$ cat src/rtl/serial_add_ctrl.sv
// serial_add_ctrl: bit-serial adder controller sharing one full-adder slice over WIDTH cycles
// Ports: clk, rst (synchronous, active-high)
//        start_i, op_a_i, op_b_i : request; operands are captured when start is accepted in IDLE
//        busy_o, done_o          : status; done_o pulses for one cycle when the result is valid
//        sum_o, cout_o           : registered result, held until the next done or reset
module serial_add_ctrl #(
    parameter int WIDTH = 8
) (
    input  logic             clk,
    input  logic             rst,
    input  logic             start_i,
    input  logic [WIDTH-1:0] op_a_i,
    input  logic [WIDTH-1:0] op_b_i,
    output logic             busy_o,
    output logic             done_o,
    output logic [WIDTH-1:0] sum_o,
    output logic             cout_o
);
    localparam int CW = $clog2(WIDTH + 1);
    typedef enum logic [1:0] {IDLE, RUN, DONE} state_t;
    state_t           state_q;
    logic [WIDTH-1:0] sa_q, sb_q, rs_q, rs_d;
    logic [CW-1:0]    cnt_q;
    logic             carry_q, carry_d, hs, s_d;
    // Two half adders plus an OR form the shared full-adder slice.
    assign hs      = sa_q[0] ^ sb_q[0];
    assign s_d     = hs ^ carry_q;
    assign carry_d = (sa_q[0] & sb_q[0]) | (hs & carry_q);
    // Each new sum bit enters at the MSB, so bit i ends up in rs[i] after WIDTH shifts.
    if (WIDTH == 1) begin : g_rs1
        assign rs_d = s_d;
    end else begin : g_rsn
        assign rs_d = {s_d, rs_q[WIDTH-1:1]};
    end
    always_ff @(posedge clk) begin
        if (rst) begin
            state_q <= IDLE;
            sa_q    <= '0;
            sb_q    <= '0;
            rs_q    <= '0;
            carry_q <= 1'b0;
            cnt_q   <= '0;
            busy_o  <= 1'b0;
            done_o  <= 1'b0;
            sum_o   <= '0;
            cout_o  <= 1'b0;
        end else begin
            case (state_q)
                IDLE: begin
                    if (start_i) begin
                        sa_q    <= op_a_i;
                        sb_q    <= op_b_i;
                        rs_q    <= '0;
                        carry_q <= 1'b0;
                        cnt_q   <= '0;
                        state_q <= RUN;
                        busy_o  <= 1'b1;
                    end
                end
                RUN: begin
                    sa_q    <= sa_q >> 1;
                    sb_q    <= sb_q >> 1;
                    carry_q <= carry_d;
                    rs_q    <= rs_d;
                    if (cnt_q == CW'(WIDTH - 1)) begin
                        // Counter wraps to 0 here so it never exceeds WIDTH-1.
                        cnt_q   <= '0;
                        sum_o   <= rs_d;
                        cout_o  <= carry_d;
                        state_q <= DONE;
                        done_o  <= 1'b1;
                    end else begin
                        cnt_q <= cnt_q + CW'(1);
                    end
                end
                default: begin
                    state_q <= IDLE;
                    busy_o  <= 1'b0;
                    done_o  <= 1'b0;
                end
            endcase
        end
    end
endmodule

$ cat config.mk
export PLATFORM = sky130hd
export DESIGN_NAME = serial_add_ctrl
export DESIGN_NICKNAME = d
export VERILOG_FILES = /design/src/rtl/serial_add_ctrl.sv
export SDC_FILE = /design/constraint.sdc
export NUM_CORES = 1
export LEC_CHECK = 0
export CAP_MARGIN = 20
export CORE_ASPECT_RATIO = 1.25
export CORE_MARGIN = 1.5
export CORE_UTILIZATION = 40
export DETAILED_ROUTE_END_ITERATION = 10
export DONT_BUFFER_PORTS = 1
export PLACE_DENSITY = 0.52
export SLEW_MARGIN = 20
export SYNTH_ARGS = -nofsm -noshare
export SYNTH_HDL_FRONTEND = slang
export SYNTH_SLANG_ARGS = --single-unit
$ cat constraint.sdc
create_clock -name clk -period 4.5 [get_ports clk]
set_clock_uncertainty 0.1 [all_clocks]
set_input_delay 0.225 -clock clk [delete_from_list [all_inputs] [get_ports clk]]
set_output_delay 0.225 -clock clk [all_outputs]
set_load 0.05 [all_outputs]
==> results of run 1 <==
[final cells by class]
class	instances	area share [%]
multi-input combinational	135	38.94
timing repair buffer	17	9.102
inverter	1	0.1896
tap	56	3.540
clock buffer	5	3.477
sequential	41	41.47
clock inverter	3	3.287
[power by group through the flow]
stage / combinational [mW] / sequential [mW] / clock [mW]
floorplan: 0.0505 / 0.395 / 0
global placement: 0.0488 / 0.398 / 0
detailed placement: 0.0515 / 0.398 / 0
CTS: 0.0696 / 0.390 / 0.355
global route: 0.0789 / 0.392 / 0.376
finish: 0.0696 / 0.390 / 0.348
[metal layers]
layer | GRT usage (%) | wire length (um)
met5 | 0 | 0
met4 | 6.763 | 55
met3 | 5.842 | 177
met2 | 30.94 | 1807
met1 | 19.72 | 1551
[cells in the final DEF, fill, tap and decap left out, types with 2 or more instances in the layout]
cell	netlist	layout
clkbuf_8	0	5
dlygate4sd3_1	0	16
a22oi_1	11	11
bufinv_16	0	2
dfxtp_1	41	41
nand2_1	22	22
nand2b_1	2	2
a21oi_1	26	26
a211oi_1	13	13
nor2_1	27	27
nand3_1	11	11
o31ai_1	9	9
[cell families after synthesis]
| group | Yosys count |
|---|---|
| DFF | 41 |
| buffers and inverters | 18 |
| AOI/OAI and AO/OA | 65 |
| and+or+nand+nor | 68 |
| adders and majority gates | 2 |
[through the flow]
stage               instance area, sq um  setup WS [ns]  hold slack [ns]  utilization [%]  total power [mW]
finish                              1979          2.394          0.03463            49.07            0.8079
global route                        1979          2.231          0.03113            49.07            0.8468
CTS                                 1971          2.417          0.03413            48.85            0.8141
detailed placement                  1657          2.409           0.1989            41.07            0.4500
global placement                    1657          2.530           0.1973            41.07            0.4466
floorplan                           1664          2.991           0.2147                -            0.4454
[what timing repair did]
| action | 4_1_cts | 5_1_grt |
|---|---|---|
| hold buffers | 17 | 0 |
| setup endpoints to repair | 0 | 0 |
| endpoints found under the hold margin | 41 | 0 |
[worst max path at each step]
stage	from	to	slack, ns	depth (start not counted)
global route	state_q[0]	cnt_q[3]	2.23	3
global placement	state_q[0]	cnt_q[3]	2.53	3
finish	state_q[0]	cnt_q[3]	2.39	3
floorplan	cnt_q[0]	cnt_q[3]	2.99	4
CTS	state_q[0]	sb_q[1]	2.42	3
detailed placement	state_q[0]	sa_q[2]	2.41	3
[registers in the layout, indices dropped and copies added (netlist names)]
signal	flops
sum_o	8
sa_q	8
carry_q	1
sb_q	8
done_o	1
cout_o	1
busy_o	1
rs_q	7
cnt_q	4
state_q	2
[worst max-delay path, cell delays in order (launching register included)]
cell      delay (ns)
dfxtp_1         0.53
nand2b_1        0.57
or4b_1          0.68
a31oi_1         0.16
==> summary.md, run 1 <==
| Metric | Value |
|---|---|
| Status | finished, final reports clean |
| # rows | 26 |
| Final period util | 46.80% |
| Drt pass-1 iters | 4 |
| Setup_tns | 0 ns |
| Via density | 5.496 |
| Residual DRC | 0 |
| Register share of total power | 48.3% |
| Worst setup SP type | flop |
| Clock share of power | 43.1% |
| Number of enable flip-flop cells after synthesis | 0 |
| First-pass GRT wire length | 6.016 mm |
| Post-Synth XOR/XNOR Area | 0% |
| Fin. max-slew vios | 0 |
| DIE AREA | 4559 sq um |
| Min-delay src | start_i |
| Hold-critical path depth | 2 |
| Sequential fraction of the synthesis area | 49.32% |
| Yosys cell types | 27 |
| Initial DRC count | 70 |
| Post-Synthesis Cell Area | 1664 sq um |
| Slew @ Worst Pin | 0.9347 ns |
| Post_cts resized | 0 |
| Arrival time at the worst endpoint | 2.23 ns |
| I/O Pins | 30 |
| Max Cap Violations | 0 |
| Synth top area share | 49.32% |
| Post-Synth Simple-Gate Area | 17.82% |
| CP max FO | 25 |
| # port buffers | 0 |
| Vias in the first global route | 1389 |
| Adder-Cell Fraction of Synth Area | 1.955% |
| CTS HTree Levels | 2 |
| Root buf cell | clkbuf_8 |
| Post-synthesis compound-gate area fraction | 26.02% |
| Share of post-route cells with drive strength above 1 | 5.941% |
| Fmax | 0.4748 GHz |
| Area of the core | 4034 sq um |
| Grt total ovfl | 0 |
| Worst Hold Path EP | state_q[0] |
| Clk pin slew, worst setup/hold paths | 0.08 ns |
| Initial antenna violation count | 0 |
| Routed len/inst | 13.92 um |
| Hold WC Path Type | input pin to flop |
| Cell Pwr Density | 408.2 nW/um^2 |
| Sw Ratio | 22.36% |
| RSZ-0062 raised after global routing | no |
| Proportion of synthesized area in mux cells | 0% |
| DP Cell Count | 233 |
| Worst EP required | 4.62 ns |
| Most common library cells after synthesis | dfxtp_1, nor2_1, a21oi_1 |
| Sink Count | 41 |
| Nets | 222 |
| Vias | 1418 |
| Synth area leaders | dfxtp_1, a21oi_1, nor2_1 |
| Seq. cell area | 820.8 sq um |
| Worst r2r src | state_q[0] |
| Area Growth Syn to Fin | 18.95% |
| DIE WIDTH | 60.69 um |
| Number of diodes | 0 |
| Critical path type | flop to flop |
| Max clock buf depth | 2 |
| GPL Wtd Cong | 0.7309 |
| Switching power | 0.1806 mW |
| CP Capture Type | flop |
| Largest family of logic cells by synthesized area | compound AO/OA/AOI/OAI gates |
| Async set or reset register ratio after synthesis | 0% |
| Fill count | 404 |
| Final ANT Viol Nets | 0 |
| Syn nets | 215 |
| Cell taking the most area after synthesis | dfxtp_1 |
| Starting Density | 41.25% |
| CTS tree | built |
| Final HPWL DP | 2.208 mm |
| Post-Synthesis Cells | 194 |
| Worst rel slew slack | 37.69% |
| Max VDD drop | 0.1933 mV |
| Final wirelength | 3.591 mm |
| Area taken by multi-input logic gates | 770.7 sq um |
| Fin crit period | 2.106 ns |
| Die Y | 75.12 um |
| Leakage | 0.7096 nW |
| Largest net degree at the start of global routing | 42 |
| Most frequent cell after synthesis | dfxtp_1 |
| Reg2reg end | cnt_q[3] |
| Non-filler cells, final | 258 |
| Hold Vio Cnt, Final | 0 |
| Main flop type after synthesis | dfxtp_1 |
| Post-Syn Area per Cell | 8.578 sq um |
| #FFs+latches synth | 41 |
| Finish-stage setup viols | 0 |
| GR Util All Layers | 17.73% |
| FF-to-FF path depth | 3 |
| Worst R2R Setup Slack | 2.39 ns |
| Clock latency on the worst-skew pair | 0.29 ns |
| Internal power | 0.6273 mW |
| CTS Buf Count | 5 |
| Yosys warns | 0 |
| Logic pwr share | 8.6% |
| # Post-CTS Setup Buffers | 0 |
(Power assumes the default switching activity.)
==> run 2, diff against run 1 <==
- PLACE_DENSITY: 0.52 -> 0.54
- clock period: 4.5 -> 1.69 ns (I/O delays scaled with it)
==> summary.md, run 2 (synthesis results as in run 1) <==
| Metric | Value |
|---|---|
| Status | finished, final reports clean |
| Final Cell Area | 2125 sq um (+7.3%) |
| Most common cell after layout, fill and taps aside | dfxtp_1 |
| DIE WIDTH | 60.69 um (unchanged) |
| Die Y | 75.12 um (unchanged) |
| Via density | 5.289 (-3.8%) |
| Largest net degree at the start of global routing | 42 (unchanged) |
| Cell Pwr Density | 960.6 nW/um^2 (+140%) |
| Area of the core | 4034 sq um (unchanged) |
| Non-filler cells, final | 277 (+7.4%) |
| Placed cell areas | 1809 sq um (+9.2%) |
| Hold WC Path Type | input pin to flop |
| GR Util All Layers | 17.81% (+0.085 points) |
| Fill count | 418 (+3.5%) |
| # port buffers | 0 (unchanged) |
| Fin crit period | 1.534 ns (-0.5726 ns) |
| Root buf cell | clkbuf_8 |
| Worst rel slew slack | 75.06% (+37 points) |
| Pwr Total | 2.041 mW (+150%) |
| Worst R2R Setup Slack | 0.16 ns (-2.24 ns) |
| Arrival time at the worst endpoint | 1.67 ns (-0.56 ns) |
| M3 GR Usage | 4.639% (-1.2 points) |
| I/O Pins | 30 (unchanged) |
| Leakage | 0.8006 nW (+13%) |
| Final ANT Viol Nets | 0 (unchanged) |
| # Post-CTS Setup Buffers | 0 (unchanged) |
| CP Capture Type | flop |
| Clock share of power | 38.9% (-4.2 points) |
| Slew @ Worst Pin | 0.3741 ns (-0.5606 ns) |
| RSZ-0062 raised after global routing | no |
| Worst EP required | 1.83 ns (-2.79 ns) |
| Clock latency on the worst-skew pair | 0.30 ns (about the same) |
| Logic pwr share | 10.6% (+2.0 points) |
| Vias | 1465 (+3.3%) |
| Setup_tns | 0 ns (unchanged) |
| Initial antenna violation count | 0 (unchanged) |
| Finish-stage setup viols | 0 (unchanged) |
| Vias in the first global route | 1357 (-2.3%) |
| Max VDD drop | 0.6581 mV (+240%) |
| Post-CTS Hold Fix Bufs | 19 (+2) |
| Critical path type | flop to flop |
| Register share of total power | 50.5% (+2.2 points) |
| Share of post-route cells with drive strength above 1 | 12.67% (+6.7 points) |
| CTS Buf Count | 5 (unchanged) |
| Max Cap Violations | 0 (unchanged) |
| Grt total ovfl | 0 (unchanged) |
| Starting Density | 41.25% (unchanged) |
| Hold Vio Cnt, Final | 0 (unchanged) |
| CP max FO | 12 (-52%) |
| GPL Wtd Cong | 0.7577 (+3.7%) |
| Setup crit start | cnt_q[0] |
| CTS HTree Levels | 2 (unchanged) |
| Most used routing layer in global routing | met2 |
| Sw Ratio | 24.26% (+1.9 points) |
| Commonest cells after routing, fill and taps aside | dfxtp_1, nor2_1, a21oi_1 |
| Final period util | 90.74% (+44 points) |
| Max clock buf depth | 2 (unchanged) |
| Drt pass-1 iters | 4 (unchanged) |
| Internal power | 1.546 mW (+150%) |
| Area Growth Syn to Fin | 27.67% |
| Worst r2r src | cnt_q[0] |
| Initial DRC count | 65 (-7.1%) |
| Fin. max-slew vios | 0 (unchanged) |
| Largest regs | sa_q x8, sb_q x8, sum_o x8 |
| Routed len/inst | 12.94 um (-7.1%) |
| Worst setup SP type | flop |
| Met1 usage | 19.47% (-0.26 points) |
| # rows | 26 (unchanged) |
| DP Cell Count | 250 (+7.3%) |
| CTS tree | built |
| Sink Count | 41 (unchanged) |
| Final HPWL DP | 2.277 mm (+3.1%) |
| Nets | 241 (+8.6%) |
| Post_cts resized | 0 (unchanged) |
| FF-to-FF path depth | 4 (+1) |
| Reg2reg end | cnt_q[0] |
| First-pass GRT wire length | 6.037 mm (+0.35%) |
| Clk pin slew, worst setup/hold paths | 0.08 ns (about the same) |
| Number of diodes | 0 (unchanged) |
| Fmax | 0.6521 GHz (+37%) |
| Routing usage on met2 | 32.14% (+1.2 points) |
| CP endpoint | cnt_q[0] |
| Residual DRC | 0 (unchanged) |
| Switching power | 0.4951 mW (+170%) |
| DIE AREA | 4559 sq um (unchanged) |
| Final wirelength | 3.583 mm (-0.22%) |
[run 2: per-stage QoR]
stage	utilization [%]	worst slack, ns	hold WS, ns
2_1_floorplan	-	0.1809	0.07419
3_3_place_gp	44.85	0.2181	0.05721
3_5_place_dp	44.85	0.1767	0.05885
4_1_cts	52.67	0.1571	0.05898
5_1_grt	52.67	0.04389	0.09358
6_report	52.67	0.1564	0.07217
[run 2: layout make-up]
class	instances	area [sq um]	share of cell area, %
clock buffers	5	68.82	3.239
clock inverters	3	46.29	2.179
inverters	1	3.754	0.1767
multi-input cells	135	762.0	35.87
flip-flops and latches	41	820.8	38.63
well taps	56	70.07	3.298
repair buffers	36	352.8	16.61
[run 2: critical path, stage by stage (launching register included)]
cell	delay, ns
dfxtp_1	0.34
ha_1	0.25
and3b_1	0.30
or3_1	0.35
a21oi_1	0.14
[run 2: power groups by stage]
stage / Sequential (mW) / Combinational (mW) / Clock [mW]
6_report: 1.03 / 0.217 / 0.793
5_1_grt: 1.04 / 0.244 / 0.857
4_1_cts: 1.03 / 0.218 / 0.816
3_5_place_dp: 1.05 / 0.165 / 0
3_3_place_gp: 1.05 / 0.159 / 0
2_1_floorplan: 1.05 / 0.134 / 0
[run 2: worst min path at each step]
stage / from / endpoint / slack, ns / depth (start not counted)
6_report: start_i / sb_q[7] / 0.07 / 3
4_1_cts: start_i / sb_q[7] / 0.06 / 3
3_3_place_gp: rst / done_o / 0.06 / 1
3_5_place_dp: rst / done_o / 0.06 / 1
5_1_grt: start_i / cnt_q[2] / 0.09 / 4
2_1_floorplan: rst / state_q[0] / 0.07 / 1
[run 2: per-layer routing]
metal,wire [um],vias up
li1,-,744
met1,1585,686
met2,1800,30
met3,133,5
met4,63,0
met5,0,-
==> run 3, diff against run 2 <==
- CELL_PAD_IN_SITES_DETAIL_PLACEMENT: default -> 1
- CELL_PAD_IN_SITES_GLOBAL_PLACEMENT: default -> 1
- PLACE_DENSITY: 0.54 -> 0.69
==> summary.md, run 3 (synthesis results as in run 1) <==
| Metric | Value |
|---|---|
| Status | finished, final reports clean |
| Leakage | 0.7906 nW (-1.2%) |
| Fmax | 0.6392 GHz (-2.0%) |
| Cell Pwr Density | 895.5 nW/um^2 (-6.8%) |
| Critical path type | flop to flop |
| # rows | 26 (unchanged) |
| Family with the most delay on the worst path | simple AND/OR/NAND/NOR gates |
| Final wirelength | 4.273 mm (+19%) |
| Fin crit period | 1.564 ns (+0.03093 ns) |
| I/O Pins | 30 (unchanged) |
| Worst setup SP type | flop |
| Most common cell after layout, fill and taps aside | dfxtp_1 |
| Worst r2r src | state_q[0] |
| Worst rel slew slack | 70.50% (-4.6 points) |
| Clock latency on the worst-skew pair | 0.29 ns (about the same) |
| Max incr delay on CP | 0.52 ns (+0.17 ns) |
| Worst R2R Setup Slack | 0.13 ns (-0.03 ns) |
| Grt total ovfl | 0 (unchanged) |
| Hold WC Path Type | input pin to flop |
| Initial DRC count | 47 (-28%) |
| CTS HTree Levels | 2 (unchanged) |
| Hold Vio Cnt, Final | 0 (unchanged) |
| Crit-path slowest cell | dfxtp_1 |
| Final Cell Area | 2093 sq um (-1.5%) |
| # port buffers | 0 (unchanged) |
| Arrival time at the worst endpoint | 1.68 ns (about the same) |
| Nets | 241 (unchanged) |
| DIE AREA | 4559 sq um (unchanged) |
| Clk pin slew, worst setup/hold paths | 0.08 ns (about the same) |
| Residual DRC | 0 (unchanged) |
| Worst EP required | 1.80 ns (-0.03 ns) |
| Largest regs | sa_q x8, sb_q x8, sum_o x8 |
| CTS tree | built |
| Max VDD drop | 0.4461 mV (-32%) |
| Area Growth Syn to Fin | 25.79% |
| First-pass GRT wire length | 7.120 mm (+18%) |
| GR Util All Layers | 21.49% (+3.7 points) |
| Vias | 1501 (+2.5%) |
| Drt pass-1 iters | 4 (unchanged) |
| Worst Hold Path EP | sa_q[7] |
| Max clock buf depth | 2 (unchanged) |
| Hold-critical path depth | 3 (unchanged) |
| Largest net degree at the start of global routing | 42 (unchanged) |
| CP Capture Type | flop |
| Starting Density | 41.25% (unchanged) |
| Initial antenna violation count | 0 (unchanged) |
| Buf/Inv on CP | 0 (unchanged) |
| FF-to-FF path depth | 3 (-1) |
| Finish-stage setup viols | 0 (unchanged) |
| DIE WIDTH | 60.69 um (unchanged) |
| Final ANT Viol Nets | 0 (unchanged) |
| CP max FO | 10 (-2) |
| Placed cell areas | 1809 sq um (unchanged) |
| Area taken by multi-input logic gates | 763.2 sq um (+0.16%) |
| Root buf cell | clkbuf_8 |
| Area of the core | 4034 sq um (unchanged) |
| Die Y | 75.12 um (unchanged) |
| Slew @ Worst Pin | 0.4415 ns (+0.06743 ns) |
| # Post-CTS Setup Buffers | 0 (unchanged) |
| CTS Buf Count | 5 (unchanged) |
| Final HPWL DP | 2.574 mm (+13%) |
| Number of diodes | 0 (unchanged) |
| GPL Wtd Cong | 0.7124 (-6.0%) |
| Vias in the first global route | 1489 (+9.7%) |
| Routed len/inst | 15.43 um (+19%) |
| Via density | 5.419 (+2.5%) |
| Fin. max-slew vios | 0 (unchanged) |
| Commonest cells after routing, fill and taps aside | dfxtp_1, nor2_1, a21oi_1 |
| RSZ-0062 raised after global routing | no |
| Share of post-route cells with drive strength above 1 | 12.67% (unchanged) |
| Fill count | 492 (+18%) |
| Reg2reg end | cnt_q[3] |
| Max Cap Violations | 0 (unchanged) |
| Final period util | 92.57% (+1.8 points) |
| Min-delay src | start_i |
| Seq. cell area | 820.8 sq um (unchanged) |
| Sink Count | 41 (unchanged) |
| Worst path cell trace | nand2b_1, or4b_1, a31oi_1 |
| Setup_tns | 0 ns (unchanged) |
run 3: changes by cell type in the layout (fill, tap and decap cells not counted), sizes merged:
| cell | previous run | this run |
|---|---|---|
| clkbuf | 5 | 6 |
| bufinv | 1 | 0 |
| clkinvlp | 1 | 0 |
| clkinv | 1 | 2 |
run 3: repair_timing:
item,CTS,global route
hold buffers,19,0
gates resized for setup,0,1
hold endpoints to repair,41,0
setup endpoints to repair,0,1
run 3: report_power, final:
| group | switching (mW) | leakage (nW) | internal (mW) | total [mW] |
|---|---|---|---|---|
| logic | 0.126 | 0.411 | 0.0987 | 0.224 |
| registers | 0.0270 | 0.335 | 1.01 | 1.03 |
| clock network | 0.331 | 0.0450 | 0.286 | 0.618 |
| total | 0.484 | 0.791 | 1.39 | 1.87 |
run 3: layer usage:
layer  GRT usage (%)  part of all wire, %
met5               0                    0
met4           10.14                  2.1
met3           3.780                  2.6
met2           37.63                   56
met1           25.00                   40
run 3: final cells by class:
type	instances	share of cell area, %
flip-flops and latches	41	39.21
multi-input cells	135	36.46
repair buffers	36	16.86
clock buffers	6	3.467
well taps	56	3.347
clock inverters	2	0.4782
inverters	1	0.1793
run 3: metrics by stage:
| step | util (%) | instances | power (mW) | setup WS, ns | hold slack (ns) |
|---|---|---|---|---|---|
| final | 51.89 | 277 | 1.875 | 0.1255 | 0.1024 |
| after global routing | 51.89 | 277 | 1.971 | 0.0006034 | 0.09358 |
| after CTS | 51.86 | 277 | 1.894 | 0.1080 | 0.07542 |
| after detailed placement | 44.85 | 250 | 1.223 | 0.1293 | 0.05916 |
| after global placement | 44.85 | 250 | 1.212 | 0.2110 | 0.05673 |
| after floorplan | - | 194 | 1.186 | 0.1809 | 0.07419 |
run 3: how the worst max path moves through the flow:
| stage | from | endpoint | slack, ns | cells after the start |
|---|---|---|---|---|
| 2_1_floorplan | cnt_q[0] | cnt_q[3] | 0.18 | 4 |
| 3_3_place_gp | cnt_q[0] | cnt_q[0] | 0.21 | 4 |
| 3_5_place_dp | cnt_q[0] | cnt_q[0] | 0.13 | 4 |
| 4_1_cts | cnt_q[0] | cnt_q[0] | 0.11 | 4 |
| 5_1_grt | state_q[0] | cnt_q[3] | 0.0006 | 3 |
| 6_report | state_q[0] | cnt_q[3] | 0.13 | 3 |
run 3: tightest hold or removal path: cells and delay by family:
kind             cells  cell delay, ns
AO/OA/AOI/OAI        1            0.15
AND/OR/NAND/NOR      2            0.20
